$ cat config.mk
export PLATFORM = sky130hd
export DESIGN_NAME = cp0_regfile_flat
export DESIGN_NICKNAME = d
export VERILOG_FILES = /design/src/rtl/cp0_pkg.sv /design/src/rtl/cp0_regfile_if.sv /design/src/rtl/cp0_timer.sv /design/src/rtl/cp0_regfile.sv /design/src/flat_wrapper.sv
export SDC_FILE = /design/constraint.sdc
export NUM_CORES = 1
export LEC_CHECK = 0
export BUFFER_PORTS_ARGS = -buffer_cell sky130_fd_sc_hd__buf_2
export CAP_MARGIN = 20
export CORE_ASPECT_RATIO = 0.5
export CORE_MARGIN = 2
export CORE_UTILIZATION = 50
export DETAILED_ROUTE_END_ITERATION = 12
export PLACE_DENSITY_LB_ADDON = 0.12
export SYNTH_ARGS = -nofsm -noshare
export SYNTH_HDL_FRONTEND = slang
export SYNTH_SLANG_ARGS = --single-unit
$ cat constraint.sdc
create_clock -name clk -period 7.5 [get_ports clk]
set_clock_uncertainty 0.05 [all_clocks]
set_input_delay 2.25 -clock clk [delete_from_list [all_inputs] [get_ports clk]]
set_output_delay 2.25 -clock clk [all_outputs]
set_load 0.02 [all_outputs]
$ cat src/rtl/cp0_pkg.sv
`default_nettype none
// ============================================================================
// Module  : cp0_pkg
// Purpose : Shared constants for the CP0 register block: register numbers,
//           exception codes, Status/Cause field positions, packing helpers.
// Rev     : 1.0  initial release
// ============================================================================
package cp0_pkg;

    localparam logic [4:0] CP0_BADVADDR = 5'd8;
    localparam logic [4:0] CP0_COUNT    = 5'd9;
    localparam logic [4:0] CP0_COMPARE  = 5'd11;
    localparam logic [4:0] CP0_STATUS   = 5'd12;
    localparam logic [4:0] CP0_CAUSE    = 5'd13;
    localparam logic [4:0] CP0_EPC      = 5'd14;

    typedef enum logic [4:0] {
        EXC_INT  = 5'd0,
        EXC_ADEL = 5'd4,
        EXC_ADES = 5'd5,
        EXC_SYS  = 5'd8,
        EXC_BP   = 5'd9,
        EXC_RI   = 5'd10,
        EXC_OV   = 5'd12
    } exc_code_e;

    localparam int STATUS_IE     = 0;
    localparam int STATUS_EXL    = 1;
    localparam int STATUS_IM_LO  = 8;
    localparam int STATUS_BEV    = 22;
    localparam int CAUSE_EXC_LO  = 2;
    localparam int CAUSE_IP_LO   = 8;
    localparam int CAUSE_TI      = 30;
    localparam int CAUSE_BD      = 31;

    localparam logic [31:0] STATUS_RESET = 32'h0040_0000;

    // Architected Status image: BEV fixed at 1, unimplemented bits read 0.
    function automatic logic [31:0] pack_status(input logic [7:0] im,
                                                input logic       exl,
                                                input logic       ie);
        pack_status                        = STATUS_RESET;
        pack_status[STATUS_IM_LO +: 8]     = im;
        pack_status[STATUS_EXL]            = exl;
        pack_status[STATUS_IE]             = ie;
    endfunction

    function automatic logic [31:0] pack_cause(input logic       bd,
                                               input logic       ti,
                                               input logic [7:0] ip,
                                               input logic [4:0] exc);
        pack_cause                     = 32'h0;
        pack_cause[CAUSE_BD]           = bd;
        pack_cause[CAUSE_TI]           = ti;
        pack_cause[CAUSE_IP_LO +: 8]   = ip;
        pack_cause[CAUSE_EXC_LO +: 5]  = exc;
    endfunction

endpackage
`default_nettype wire

$ cat src/rtl/cp0_regfile_if.sv
`default_nettype none
// ============================================================================
// Module  : cp0_regfile_if
// Purpose : Controller <-> CP0 bundle: MTC0/MFC0 access, exception/ERET
//           events, interrupt lines and redirect/status outputs.
// Rev     : 1.0  initial release
// ============================================================================
interface cp0_regfile_if;
    logic        we_i;
    logic [4:0]  waddr_i;
    logic [31:0] wdata_i;
    logic [4:0]  raddr_i;
    logic [31:0] rdata_o;
    logic        exception_i;
    logic [5:0]  cause_i;
    logic [31:0] pc_i;
    logic [31:0] badvaddr_i;
    logic        eret_i;
    logic [5:0]  hw_int_i;
    logic        redirect_o;
    logic [31:0] target_o;
    logic        int_req_o;
    logic [31:0] status_o;
    logic [31:0] cause_o;
    logic [31:0] epc_o;

    modport master (
        output we_i, waddr_i, wdata_i, raddr_i,
        output exception_i, cause_i, pc_i, badvaddr_i, eret_i, hw_int_i,
        input  rdata_o, redirect_o, target_o, int_req_o, status_o, cause_o, epc_o
    );

    modport slave (
        input  we_i, waddr_i, wdata_i, raddr_i,
        input  exception_i, cause_i, pc_i, badvaddr_i, eret_i, hw_int_i,
        output rdata_o, redirect_o, target_o, int_req_o, status_o, cause_o, epc_o
    );
endinterface
`default_nettype wire

$ cat src/rtl/cp0_timer.sv
`default_nettype none
// ============================================================================
// Module  : cp0_timer
// Purpose : Count/Compare timer with clock prescaler and sticky TI flag.
// Rev     : 1.0  initial release
// ============================================================================
module cp0_timer #(
    parameter int COUNT_DIV = 2
) (
    input  wire logic        clk,
    input  wire logic        rst,
    input  wire logic        i_count_we,
    input  wire logic        i_compare_we,
    input  wire logic [31:0] i_wdata,
    output logic      [31:0] o_count,
    output logic      [31:0] o_compare,
    output logic             o_ti
);
    localparam int              c_pw        = (COUNT_DIV > 1) ? $clog2(COUNT_DIV) : 1;
    localparam logic [c_pw-1:0] c_presc_max = c_pw'(COUNT_DIV - 1);

    logic [c_pw-1:0] r_presc;
    logic [31:0]     r_count;
    logic [31:0]     r_compare;
    logic            r_ti;
    logic            w_tick;
    logic [31:0]     w_count_inc;

    assign w_tick      = (r_presc == c_presc_max);
    assign w_count_inc = r_count + 32'd1;

    always_ff @(posedge clk or negedge rst) begin
        if (!rst) begin
            r_presc   <= '0;
            r_count   <= '0;
            r_compare <= '0;
            r_ti      <= 1'b0;
        end else begin
            if (i_count_we) begin
                r_count <= i_wdata;
                r_presc <= '0;
            end else if (w_tick) begin
                r_count <= w_count_inc;
                r_presc <= '0;
            end else begin
                r_presc <= r_presc + 1'b1;
            end

            if (i_compare_we)
                r_compare <= i_wdata;

            // A Compare write beats a same-cycle match so software can always ack.
            if (i_compare_we)
                r_ti <= 1'b0;
            else if (!i_count_we && w_tick && (w_count_inc == r_compare))
                r_ti <= 1'b1;
        end
    end

    assign o_count   = r_count;
    assign o_compare = r_compare;
    assign o_ti      = r_ti;
endmodule
`default_nettype wire

$ cat src/rtl/cp0_regfile.sv
`default_nettype none
// ============================================================================
// Module  : cp0_regfile
// Purpose : CP0 register block: BadVAddr/Count/Compare/Status/Cause/EPC,
//           exception entry/return redirect and interrupt request.
// Rev     : 1.0  initial release
// ============================================================================
module cp0_regfile
    import cp0_pkg::*;
#(
    parameter int          COUNT_DIV = 2,
    parameter logic [31:0] EXC_VEC   = 32'hBFC0_0380
) (
    input  wire logic   clk,
    input  wire logic   rst,
    cp0_regfile_if.slave bus
);
    logic [31:0] r_badvaddr;
    logic [7:0]  r_im;
    logic        r_exl;
    logic        r_ie;
    logic        r_bd;
    logic [7:0]  r_ip;
    logic [4:0]  r_exc;
    logic [31:0] r_epc;

    logic        w_wr;
    logic        w_addr_exc;
    logic [31:0] w_count;
    logic [31:0] w_compare;
    logic        w_ti;
    logic [31:0] w_status;
    logic [31:0] w_cause;
    logic [31:0] w_rdata;

    // An exception in the same cycle squashes the MTC0.
    assign w_wr       = bus.we_i & ~bus.exception_i;
    assign w_addr_exc = (bus.cause_i[4:0] == EXC_ADEL) || (bus.cause_i[4:0] == EXC_ADES);

    cp0_timer #(
        .COUNT_DIV (COUNT_DIV)
    ) u_timer (
        .clk          (clk),
        .rst          (rst),
        .i_count_we   (w_wr && (bus.waddr_i == CP0_COUNT)),
        .i_compare_we (w_wr && (bus.waddr_i == CP0_COMPARE)),
        .i_wdata      (bus.wdata_i),
        .o_count      (w_count),
        .o_compare    (w_compare),
        .o_ti         (w_ti)
    );

    always_ff @(posedge clk or negedge rst) begin
        if (!rst) begin
            r_badvaddr <= '0;
            r_im       <= '0;
            r_exl      <= 1'b0;
            r_ie       <= 1'b0;
            r_bd       <= 1'b0;
            r_ip       <= '0;
            r_exc      <= '0;
            r_epc      <= '0;
        end else begin
            // IP7 doubles as the timer interrupt line.
            r_ip[7:2] <= {bus.hw_int_i[5] | w_ti, bus.hw_int_i[4:0]};

            if (w_wr) begin
                case (bus.waddr_i)
                    CP0_STATUS: begin
                        r_im  <= bus.wdata_i[STATUS_IM_LO +: 8];
                        r_exl <= bus.wdata_i[STATUS_EXL];
                        r_ie  <= bus.wdata_i[STATUS_IE];
                    end
                    CP0_CAUSE: r_ip[1:0] <= bus.wdata_i[CAUSE_IP_LO +: 2];
                    CP0_EPC:   r_epc     <= bus.wdata_i;
                    default: ;
                endcase
            end

            if (bus.exception_i) begin
                r_exc <= bus.cause_i[4:0];
                r_exl <= 1'b1;
                // Nested exceptions keep the original return point.
                if (!r_exl) begin
                    r_epc <= bus.cause_i[5] ? (bus.pc_i - 32'd4) : bus.pc_i;
                    r_bd  <= bus.cause_i[5];
                end
                if (w_addr_exc)
                    r_badvaddr <= bus.badvaddr_i;
            end else if (bus.eret_i) begin
                r_exl <= 1'b0;
            end
        end
    end

    assign w_status = pack_status(r_im, r_exl, r_ie);
    assign w_cause  = pack_cause(r_bd, w_ti, r_ip, r_exc);

    always_comb begin
        w_rdata = '0;
        case (bus.raddr_i)
            CP0_BADVADDR: w_rdata = r_badvaddr;
            CP0_COUNT:    w_rdata = w_count;
            CP0_COMPARE:  w_rdata = w_compare;
            CP0_STATUS:   w_rdata = w_status;
            CP0_CAUSE:    w_rdata = w_cause;
            CP0_EPC:      w_rdata = r_epc;
            default:      w_rdata = '0;
        endcase
    end

    assign bus.rdata_o    = w_rdata;
    assign bus.redirect_o = bus.exception_i | bus.eret_i;
    assign bus.target_o   = bus.exception_i ? EXC_VEC : r_epc;
    assign bus.int_req_o  = r_ie & ~r_exl & (|(r_ip & r_im));
    assign bus.status_o   = w_status;
    assign bus.cause_o    = w_cause;
    assign bus.epc_o      = r_epc;
endmodule
`default_nettype wire

$ cat src/flat_wrapper.sv
// flat-port wrapper written by rule: the top's interface ports become plain ports
module cp0_regfile_flat import cp0_pkg::*;
#(
    parameter int          COUNT_DIV = 2,
    parameter logic [31:0] EXC_VEC   = 32'hBFC0_0380
)
  (clk, rst, bus_we_i, bus_waddr_i, bus_wdata_i, bus_raddr_i, bus_exception_i, bus_cause_i, bus_pc_i, bus_badvaddr_i, bus_eret_i, bus_hw_int_i, bus_rdata_o, bus_redirect_o, bus_target_o, bus_int_req_o, bus_status_o, bus_cause_o, bus_epc_o);
  cp0_regfile_if bus_i ();
  input  wire logic clk;
  input  wire logic rst;
  input wire logic [$bits(bus_i.we_i)-1:0] bus_we_i;
  input wire logic [$bits(bus_i.waddr_i)-1:0] bus_waddr_i;
  input wire logic [$bits(bus_i.wdata_i)-1:0] bus_wdata_i;
  input wire logic [$bits(bus_i.raddr_i)-1:0] bus_raddr_i;
  input wire logic [$bits(bus_i.exception_i)-1:0] bus_exception_i;
  input wire logic [$bits(bus_i.cause_i)-1:0] bus_cause_i;
  input wire logic [$bits(bus_i.pc_i)-1:0] bus_pc_i;
  input wire logic [$bits(bus_i.badvaddr_i)-1:0] bus_badvaddr_i;
  input wire logic [$bits(bus_i.eret_i)-1:0] bus_eret_i;
  input wire logic [$bits(bus_i.hw_int_i)-1:0] bus_hw_int_i;
  output wire logic [$bits(bus_i.rdata_o)-1:0] bus_rdata_o;
  output wire logic [$bits(bus_i.redirect_o)-1:0] bus_redirect_o;
  output wire logic [$bits(bus_i.target_o)-1:0] bus_target_o;
  output wire logic [$bits(bus_i.int_req_o)-1:0] bus_int_req_o;
  output wire logic [$bits(bus_i.status_o)-1:0] bus_status_o;
  output wire logic [$bits(bus_i.cause_o)-1:0] bus_cause_o;
  output wire logic [$bits(bus_i.epc_o)-1:0] bus_epc_o;
  assign bus_i.we_i = bus_we_i;
  assign bus_i.waddr_i = bus_waddr_i;
  assign bus_i.wdata_i = bus_wdata_i;
  assign bus_i.raddr_i = bus_raddr_i;
  assign bus_i.exception_i = bus_exception_i;
  assign bus_i.cause_i = bus_cause_i;
  assign bus_i.pc_i = bus_pc_i;
  assign bus_i.badvaddr_i = bus_badvaddr_i;
  assign bus_i.eret_i = bus_eret_i;
  assign bus_i.hw_int_i = bus_hw_int_i;
  assign bus_rdata_o = bus_i.rdata_o;
  assign bus_redirect_o = bus_i.redirect_o;
  assign bus_target_o = bus_i.target_o;
  assign bus_int_req_o = bus_i.int_req_o;
  assign bus_status_o = bus_i.status_o;
  assign bus_cause_o = bus_i.cause_o;
  assign bus_epc_o = bus_i.epc_o;
  cp0_regfile #(.COUNT_DIV(COUNT_DIV), .EXC_VEC(EXC_VEC)) u_core (.clk(clk), .rst(rst), .bus(bus_i));
endmodule
---- Word-level counts from Yosys, hierarchy flattened ----
Cells that the tools add are included.
storage, ports and cells
  bits in registers ....................... 154
  input bits .............................. 123
  output and inout bits ................... 162
  word-level logic and storage cells ...... 71
operators by class
  $add $sub $neg .......................... 3
  equality and inequality tests ........... 14
  multiplexer cells ....................... 17
  bitwise logic cells ..................... 8
  reduce and logical (&&, ||, !) cells .... 16
operators with widths
  cell                                                                  count
  32-bit two-way mux                                                    8
  32-bit one-hot mux with 6 select lines                                1
  5-bit by 4-bit == test with 1-bit output, second input constant       11
  32-bit by 1-bit adder with 32-bit output, second input constant       1
  32-bit == test                                                        1
  32-bit by 3-bit subtractor with 32-bit output, second input constant  1
  5-bit by 3-bit == test with 1-bit output, second input constant       2
  2-bit AND reduction                                                   5
  8-bit bitwise AND                                                     1
  1-bit two-way mux                                                     8
  8-bit OR reduction                                                    1
  3-bit nonzero test                                                    2
  1-bit logical AND                                                     4
  2-bit nonzero test                                                    2
  1-bit bitwise AND                                                     3
  1-bit NOT                                                             2
  1-bit OR                                                              2
  1-bit adder, second input constant                                    1
  1-bit logical NOT                                                     1
  1-bit logical OR                                                      1

---- Depth between registers and ports, before layout ----
Gate-level depths: netlist of run 1.
  depth in word-level cells ............... 8
  depth in mapped cells ................... 8
  depth with buffers taken out ............ 8

---- By module ----
Synthesis of run 1 repeated with hierarchy kept, for this count alone.
unflattened totals
  cells, all modules ...................... 974
  area, all modules ....................... 9,466.6 um^2
modules (own cells, without submodules)
  module       instances  cells an instance  area each (um^2)  sequential area each (um^2)
  cp0_regfile  1          567                5,494.0           2,202.1
  cp0_timer    1          407                3,972.6           1,651.6

---- Worst setup path after synthesis of run 1 ----
Ideal clock, no wire load.
  path type ............................... in2out
  start point ............................. input bus_raddr_i[2]
  end point ............................... output bus_rdata_o[0]
  arrival ................................. 3.660 ns
  data required time ...................... 5.200 ns
  setup slack ............................. 1.540 ns
  stages on the path ...................... 5
  buffers on the path ..................... 1
  cell sequence ........................... or3b_2 > nor3_1 > clkbuf_1 > a22oi_1 > nand3_1
between the ends
  cells in the longest elaborated chain, start to end .. 2
  elaborated cells between the ends (all ways) .. 7
  those cells by class .................... eq/ne (6); mux (1)
ends and longest elaborated chain
  element                                     RTL line            source
  start, declared                             flat_wrapper.sv:14  input wire logic [$bits(bus_i.raddr_i)-1:0] bus_raddr_i;
  5-bit by 4-bit == test with 1-bit output    cp0_regfile.sv:101  case (bus.raddr_i)
  32-bit one-hot mux with 6 select lines (*)  cp0_regfile.sv:101
  end, declared                               flat_wrapper.sv:21  output wire logic [$bits(bus_i.rdata_o)-1:0] bus_rdata_o;
Mark *: on every way between the ends. The rest lies on a longest branch, timed or not.

---- Worst setup path after layout of run 1 ----
  start point ............................. input bus_raddr_i[4]
  end point ............................... output bus_rdata_o[1]
Same word-level chain as after synthesis.

==> qor.yml, run 1 <==
timing:
  max_slew_margin_pct: 36.9
  worst_pin_slew_ns: 0.946
  post-route-min-period_ns: 6.30
  post-route-period-util_pct: 84.1
  final_hold_viol_count: 0
  timing.setup.tns_ns: 0
  rsz0062_at_grt: "false"
  holdWs_ns: 0.458
  finalSetupViolations: 0
  drv_slew: 0
  fmaxAchievable_mhz: 159
clock_tree:
  cts_buffer_depth: 2
  htreeDepth: 4
  clock_sinks: 154
  clock_latency_ns: 0.43
  cts_tree: "done"
  cts_made_buffers: 17
  cts_setup_buffers: 0
  cts_resized: 0
  hold_buffers: 0
  cts_root_buf: "clkbuf_16"
  path_clk_slew_ns: 0.06
logic_synthesis:
  ys_ff_latch: 154
  synth_area_per_cell_um2: 9.56
  async_reset_ff_share_pct: 100
  synth_top_area_share_pct: 40.6
  yosysSeqAreaShare_pct: 40.6
  synth_cells: 994
  yosysTopAreaCell: "dfrtp_1"
  dominantRegCellSynth: "dfrtp_1"
  yosys_warnings: 0
  synth_edf_count: 0
  ys_top_cells_by_area: "dfrtp_1 41%, mux2_2 11%, a22oi_1 5.1%"
  ys_types: 59
  synthesis.area_mm2: 0.00950
final_layout:
  fin_util_pct: 61.6
  drive_gt1_share_pct: 34.3
  area_growth_pct: 20.0
  final_design_area_no_fill_mm2: 0.0114
  nets: 1331
placement:
  place.gp.congestion: 0.909
  placed_cell_area_mm2: 0.0108
  hpwl_mm: 23.0
  portBuffers: 245
die:
  core-area_mm2: 0.0185
  die_h_um: 101
  fp-row-count: 35
  num_io_pins: 285
  fp.dieW_um: 199
  die_area_mm2: 0.0202
  initial_utilization_pct: 51.3
global_routing:
  grt_usage_pct: 31.4
  antenna_found_initial: 2
  grt_pass1_vias: 8106
  grt_max_degree: 98
  grt_pass1_wl_mm: 47.5
  grt.overflow.total: 0
worst_setup_path:
  reg2reg_slack_ns: 4.42
  worstPathCellList: "buf_2 > nand3b_1 > nor3b_2 > buf_4 > a22oi_1 > nand3_1 > buf_2"
  endpoint_kind: "primary output"
  cpLargestDelayFamily: "simple AND/OR/NAND/NOR gates"
  critPathBufInv: 3
  cp_max_fo: 16
  max_stage_delay_ns: 0.61
  r2r-end: "u_core.u_timer.o_ti"
  reg2reg_depth: 7
  critPathArrivalTime_ns: 4.00
  cp_common_cell: "buf_2"
  r2r-start: "u_core.u_timer.o_count[5]"
  worstSetupPathType: "primary input to primary output"
  slowest_stage: "nor3b_2"
  startpoint_type: "primary input"
  crit_required_ns: 5.20
worst_hold_path:
  min_to: "u_core.r_badvaddr[17]"
  hold_class: "register to register"
  holdPathStages: 1
  worstHoldStart: "u_core.r_badvaddr[17]"
power:
  p_leak_uw: 0.00507
  max-vdd-ir-drop_v: 0.000178
  powerDensity_mw_per_mm2: 249
drt:
  remaining_drc_errors: 0
  routed_wl_mm: 31.1
  drtPass1Iterations: 5
  drtAntennaViolNets: 0
  drt_iter0_markers: 748
  vias: 8455
  drt-wirelength-per-cell_um: 21.0
  viasPerCell: 5.71
job:
  drv_cap: 0
outcome:
  outcome: "completed"
[area by class of cell]
type	count	area, um2
fill	1655	7120
clock buffer	21	450
multi-input combinational	762	5220
timing repair buffer	265	1380
antenna	2	5.00
tap	259	324
sequential	154	3850
clock inverter	11	145
inverter	6	22.5
[synthesized netlist by cell type (all sizes together), types with 2 or more instances]
cell and count:
o21ai 45, nand3b 2, a211oi 2, nor3 19
or3 6, and2 4, xor2 55, inv 6
a21oi 29, xnor2 51, or3b 3, nand4b 2
and3 6, nand3 35, and4 6, a22oi 65
o211ai 2, conb 2, dfrtp 154, nand2 100
nand4 23, or4 2, or2 15, clkbuf 55
a222oi 7, nor2b 21, nand2b 7, a32o 2
nor2 60, mux2 91, nor3b 5, ha 2
nor4 12, o2111ai 2, buf 54, mux2i 28
[metal layers]
layer / routed length, um / track usage, % / up-vias
met5: 0 / 0 / -
met4: 521 / 8.21 / 0
met3: 2220 / 6.39 / 51
met2: 14500 / 51.3 / 384
met1: 13800 / 43.2 / 4147
li1: - / - / 3873
[metrics by stage]
step / total power [uW] / setup WS [ns] / std cells
floorplan: 1670 / 1.54 / 1031
detailed placement: 1940 / 1.27 / 1446
finish: 2840 / 1.20 / 1480
CTS: 2840 / 1.26 / 1478
global route: 2960 / 1.11 / 1479
global placement: 1930 / 1.27 / 1446
[how the worst max path moves through the flow]
stage | startpoint | to | cells after the start
2_1_floorplan | bus_raddr_i[2] | bus_rdata_o[0] | 5
3_3_place_gp | bus_raddr_i[2] | bus_rdata_o[12] | 7
3_5_place_dp | bus_raddr_i[4] | bus_rdata_o[1] | 7
4_1_cts | bus_raddr_i[4] | bus_rdata_o[1] | 7
5_1_grt | bus_raddr_i[4] | bus_rdata_o[1] | 7
6_report | bus_raddr_i[4] | bus_rdata_o[1] | 7
[cell families after synthesis]
logic type,Yosys count,share of synthesized area (%)
buffers and inverters,115,6.36
and+or+nand+nor,331,17.8
adders and majority gates,2,0.263
xor gates and xnor gates,106,9.77
other,2,0.0790
AOI/OAI and AO/OA,165,11.5
DFF,154,40.6
muxes,119,13.7
[worst register-to-register path: stages (launching register included)]
cell and delay, ns:
dfrtp_1 0.62, and4_1 0.32, nand4_1 0.37, nor3_1 0.59, nor3b_1 0.47, xnor2_1 0.12, nor4_1 0.28, a32o_1 0.19
[registers in the layout, summed over array words and instances, names as in the netlist]
| signal | flops |
|---|---|
| u_core.r_ip | 8 |
| u_core.r_exc | 5 |
| u_core.bus.epc_o | 32 |
| u_core.r_badvaddr | 32 |
| u_core.u_timer.o_compare | 32 |
| u_core.u_timer.o_count | 32 |
| u_core.u_timer.r_presc | 1 |
| u_core.r_ie | 1 |
| u_core.r_im | 8 |
| u_core.r_exl | 1 |
| u_core.r_bd | 1 |
| u_core.u_timer.o_ti | 1 |
[power breakdown]
| group | internal [uW] | switching, uW | total (uW) | leakage, uW |
|---|---|---|---|---|
| combinational | 316 | 414 | 730 | 0.00291 |
| sequential | 982 | 231 | 1210 | 0.00188 |
| clock | 532 | 362 | 894 | 0.000283 |
| total | 1830 | 1010 | 2840 | 0.00507 |
[placed cells by master (no fill, tap or decap), types with 3 or more instances in the layout]
cell type	Yosys	routed
mux2i_1	28	28
buf_4	43	20
clkinv_2	0	3
dfrtp_1	154	154
nand2b_1	7	6
clkinvlp_4	0	3
o21ai_0	44	44
nand2_1	100	100
and2_1	4	4
buf_2	7	244
nor3_2	1	3
nor4_1	10	9
a22oi_1	65	65
nor2_1	60	57
xnor2_1	51	51
xor2_1	55	55
and4_1	6	6
nor3_1	18	16
conb_1	2	39
nor2b_1	21	21
a222oi_1	7	7
nand4_1	23	23
or2_2	15	15
or3_1	5	5
a21oi_1	29	29
inv_1	6	6
bufinv_16	0	3
mux2_2	91	91
nor3b_1	5	4
clkbuf_1	53	3
clkbuf_16	0	17
and3_1	6	6
nand3_1	35	35
Note: power is estimated with default switching activity, not from simulation.
==> run 2: changes to the inputs <==
ABC_AREA = 1   (was default)
CORE_UTILIZATION = 48   (was 50)
clock period = 5.5 ns   (was 7.5 ns; I/O delays follow)
==> run 2 against run 1 <==
Against the previous run: non-clock buffer count fell by 1; clock power increased by 31%; register-to-register slack got worse by 1.4 ns; wire length up 31%; setup slack worse by 0.67 ns; highest routed layer is now met5; die area grew 9.6%; synthesized cell count increased by 42%; power grew 51%; largest power group unchanged; cell area is 4.9% higher; worst hold slack got worse by 0.0094 ns.
==> qor.yml, run 2 <==
outcome:
  outcome: "completed"
placement:
  place.gp.congestion: 1.02  # +12%
  hpwl_mm: 32.5  # +41%
  portBuffers: 245  # unchanged
  placed_cell_area_mm2: 0.0114  # +5.2%
logic_synthesis:
  synthesis.area_mm2: 0.0100  # +5.6%
  dominantRegCellSynth: "dfrtp_1"
  yosysTopAreaCell: "dfrtp_1"
  synth_cells: 1416  # +42%
  yosysSeqAreaShare_pct: 38.4  # -2.1 points
  yosys_warnings: 0  # unchanged
  async_reset_ff_share_pct: 100  # unchanged
  ys_types: 52  # -12%
  synth_area_per_cell_um2: 7.08  # -26%
  netlist_top_cells_count: "385 x nand2_1, 193 x inv_1, 157 x nor2_1, 154 x dfrtp_1, 120 x o21ai_0"
  yosysMostFrequentCell: "nand2_1"
  ys_top_cells_by_area: "dfrtp_1 38%, nand2_1 14%, inv_1 7.2%"
  synth_top_area_share_pct: 38.4  # -2.1 points
  synth_edf_count: 0  # unchanged
  ys_ff_latch: 154  # unchanged
final_layout:
  drive_gt1_share_pct: 22.1  # -12 points
  layout_commonest_cell: "nand2_1"
  fin_util_pct: 58.3  # -3.2 points
  nets: 1765  # +33%
  area_growth_pct: 19.3
  final_cell_mix: "384 x nand2_1, 244 x buf_2, 193 x inv_1, 155 x nor2_1, 154 x dfrtp_1"
  final_design_area_no_fill_mm2: 0.0120  # +4.9%
clock_tree:
  clock_latency_ns: 0.45  # +0.02 ns
  cts_tree: "done"
  cts_setup_buffers: 0  # unchanged
  cts_resized: 0  # unchanged
  cts_buffer_depth: 2  # unchanged
  hold_buffers: 0  # unchanged
  path_clk_slew_ns: 0.06  # about the same
  cts_root_buf: "clkbuf_16"
  cts_made_buffers: 17  # unchanged
  clock_sinks: 154  # unchanged
  htreeDepth: 4  # unchanged
drt:
  viasPerCell: 5.55  # -2.9%
  drtAntennaViolNets: 0  # unchanged
  routed_wl_mm: 40.7  # +31%
  drtPass1Iterations: 5  # unchanged
  drt_iter0_markers: 1313  # +76%
  remaining_drc_errors: 0  # unchanged
  vias: 10687  # +26%
  drt-wirelength-per-cell_um: 21.1  # +0.53%
die:
  die_area_mm2: 0.0221  # +9.6%
  num_io_pins: 285  # unchanged
  fp.dieW_um: 208  # +4.8%
  die_h_um: 106  # +4.7%
  initial_utilization_pct: 48.9  # -2.4 points
  core-area_mm2: 0.0205  # +11%
  fp-row-count: 37  # +5.7%
power:
  power.total_uw: 4280  # +51%
  powerDensity_mw_per_mm2: 358  # +44%
  p_leak_uw: 0.00612  # +21%
  max-vdd-ir-drop_v: 0.000167  # -6.1%
worst_setup_path:
  r2r-end: "u_core.u_timer.o_ti"
  reg2reg_slack_ns: 3.06  # -1.36 ns
  worstPathCellList: "buf_2 > inv_1 > nand2_1 > nor2_1 > inv_1 > nor2_1 > inv_1 > buf_4 > nor2_1 > a221oi_1 > nand3_1 > buf_2"
  slowest_stage: "a221oi_1"
  worstSetupPathType: "primary input to primary output"
  endpoint_kind: "primary output"
  crit_required_ns: 3.80  # -1.40 ns
  max_stage_delay_ns: 0.32  # -0.29 ns
  startpoint_type: "primary input"
  reg2reg_depth: 12  # +5
  r2r-start: "u_core.u_timer.o_count[1]"
  cp_max_fo: 11  # -5
  critPathArrivalTime_ns: 3.27  # -0.73 ns
timing:
  finalSetupViolations: 0  # unchanged
  worst_pin_slew_ns: 1.03  # +0.0835 ns
  holdWs_ns: 0.449  # -0.00935 ns
  post-route-period-util_pct: 90.3
  final_hold_viol_count: 0  # unchanged
  drv_slew: 0  # unchanged
  post-route-min-period_ns: 4.97
  timing.setup.tns_ns: 0  # unchanged
  fmaxAchievable_mhz: 201
  rsz0062_at_grt: "false"
  max_slew_margin_pct: 31.1  # -5.8 points
worst_hold_path:
  min_to: "u_core.r_exc[1]"
  worstHoldStart: "u_core.r_exc[1]"
  holdPathStages: 2  # +1
  hold_class: "register to register"
global_routing:
  grt.overflow.total: 0  # unchanged
  grt_pass1_vias: 9624  # +19%
  grt_usage_pct: 37.2  # +5.8 points
  grt_max_degree: 110  # +12%
  grt_pass1_wl_mm: 60.2  # +27%
  antenna_found_initial: 3  # +1
job:
  drv_cap: 0  # unchanged
[run 2: cell types whose count changed in the layout (fill, tap and decap cells not counted), sizes merged, moves of 30 or more]
cell    delta
nand2    +293
mux2      -59
nor2     +110
a22oi     -50
xor2      -54
o221ai    +30
o21ai     +76
inv      +191
xnor2     -46
nand3     +38
[run 2: cell type report]
class / count / area [um2]
antenna: 1 / 2.50
clock buffer: 20 / 457
clock inverter: 12 / 118
fill: 1991 / 8540
inverter: 197 / 739
multi-input combinational: 1006 / 5060
sequential: 154 / 3850
tap: 273 / 342
timing repair buffer: 264 / 1400
[run 2: kinds of logic (layout without fill, tap and decap cells)]
group | after synthesis | count (layout) | synth area share [%]
compound gates | 247 | 247 | 15.6
xor+xnor | 8 | 8 | 0.973
fa+ha+maj | 2 | 2 | 0.249
buf+inv | 293 | 493 | 12.7
flops | 154 | 154 | 38.4
mux | 32 | 32 | 3.59
other cells | 2 | 40 | 0.0749
simple gates | 678 | 678 | 28.5
[run 2: worst max-delay path: cells and delay by family]
kind | cells | cell delay, ns
AO/OA/AOI/OAI | 1 | 0.32
buffers and inverters | 6 | 0.95
AND/OR/NAND/NOR | 5 | 0.35
[run 2: where the power goes]
part           internal (uW)  switching, uW  total (uW)
Sequential              1380            341        1720
Clock                    650            518        1170
Combinational            477            915        1390
Total                   2510           1770        4280
[run 2: worst max path at each step]
stage          slack [ns]           start         endpoint
6_report             0.53  bus_raddr_i[4]  bus_rdata_o[14]
5_1_grt              0.35  bus_raddr_i[4]  bus_rdata_o[14]
2_1_floorplan        0.76  bus_raddr_i[4]  bus_rdata_o[16]
4_1_cts              0.55  bus_raddr_i[3]  bus_rdata_o[14]
3_5_place_dp         0.56  bus_raddr_i[3]  bus_rdata_o[14]
3_3_place_gp         0.62  bus_raddr_i[4]  bus_rdata_o[14]
[run 2: through the flow]
step / setup WS [ns] / std cells
after CTS: 0.546 / 1925
after detailed placement: 0.556 / 1893
after global placement: 0.616 / 1893
final: 0.531 / 1927
after floorplan: 0.760 / 1453
after global routing: 0.347 / 1926
[run 2: routing by layer]
metal,track usage [%],routed length (um),vias up
met4,7.45,523,2
met5,4.83,143,-
met2,48.8,15700,606
li1,-,-,4967
met3,18.3,6380,50
met1,53.9,18000,5062
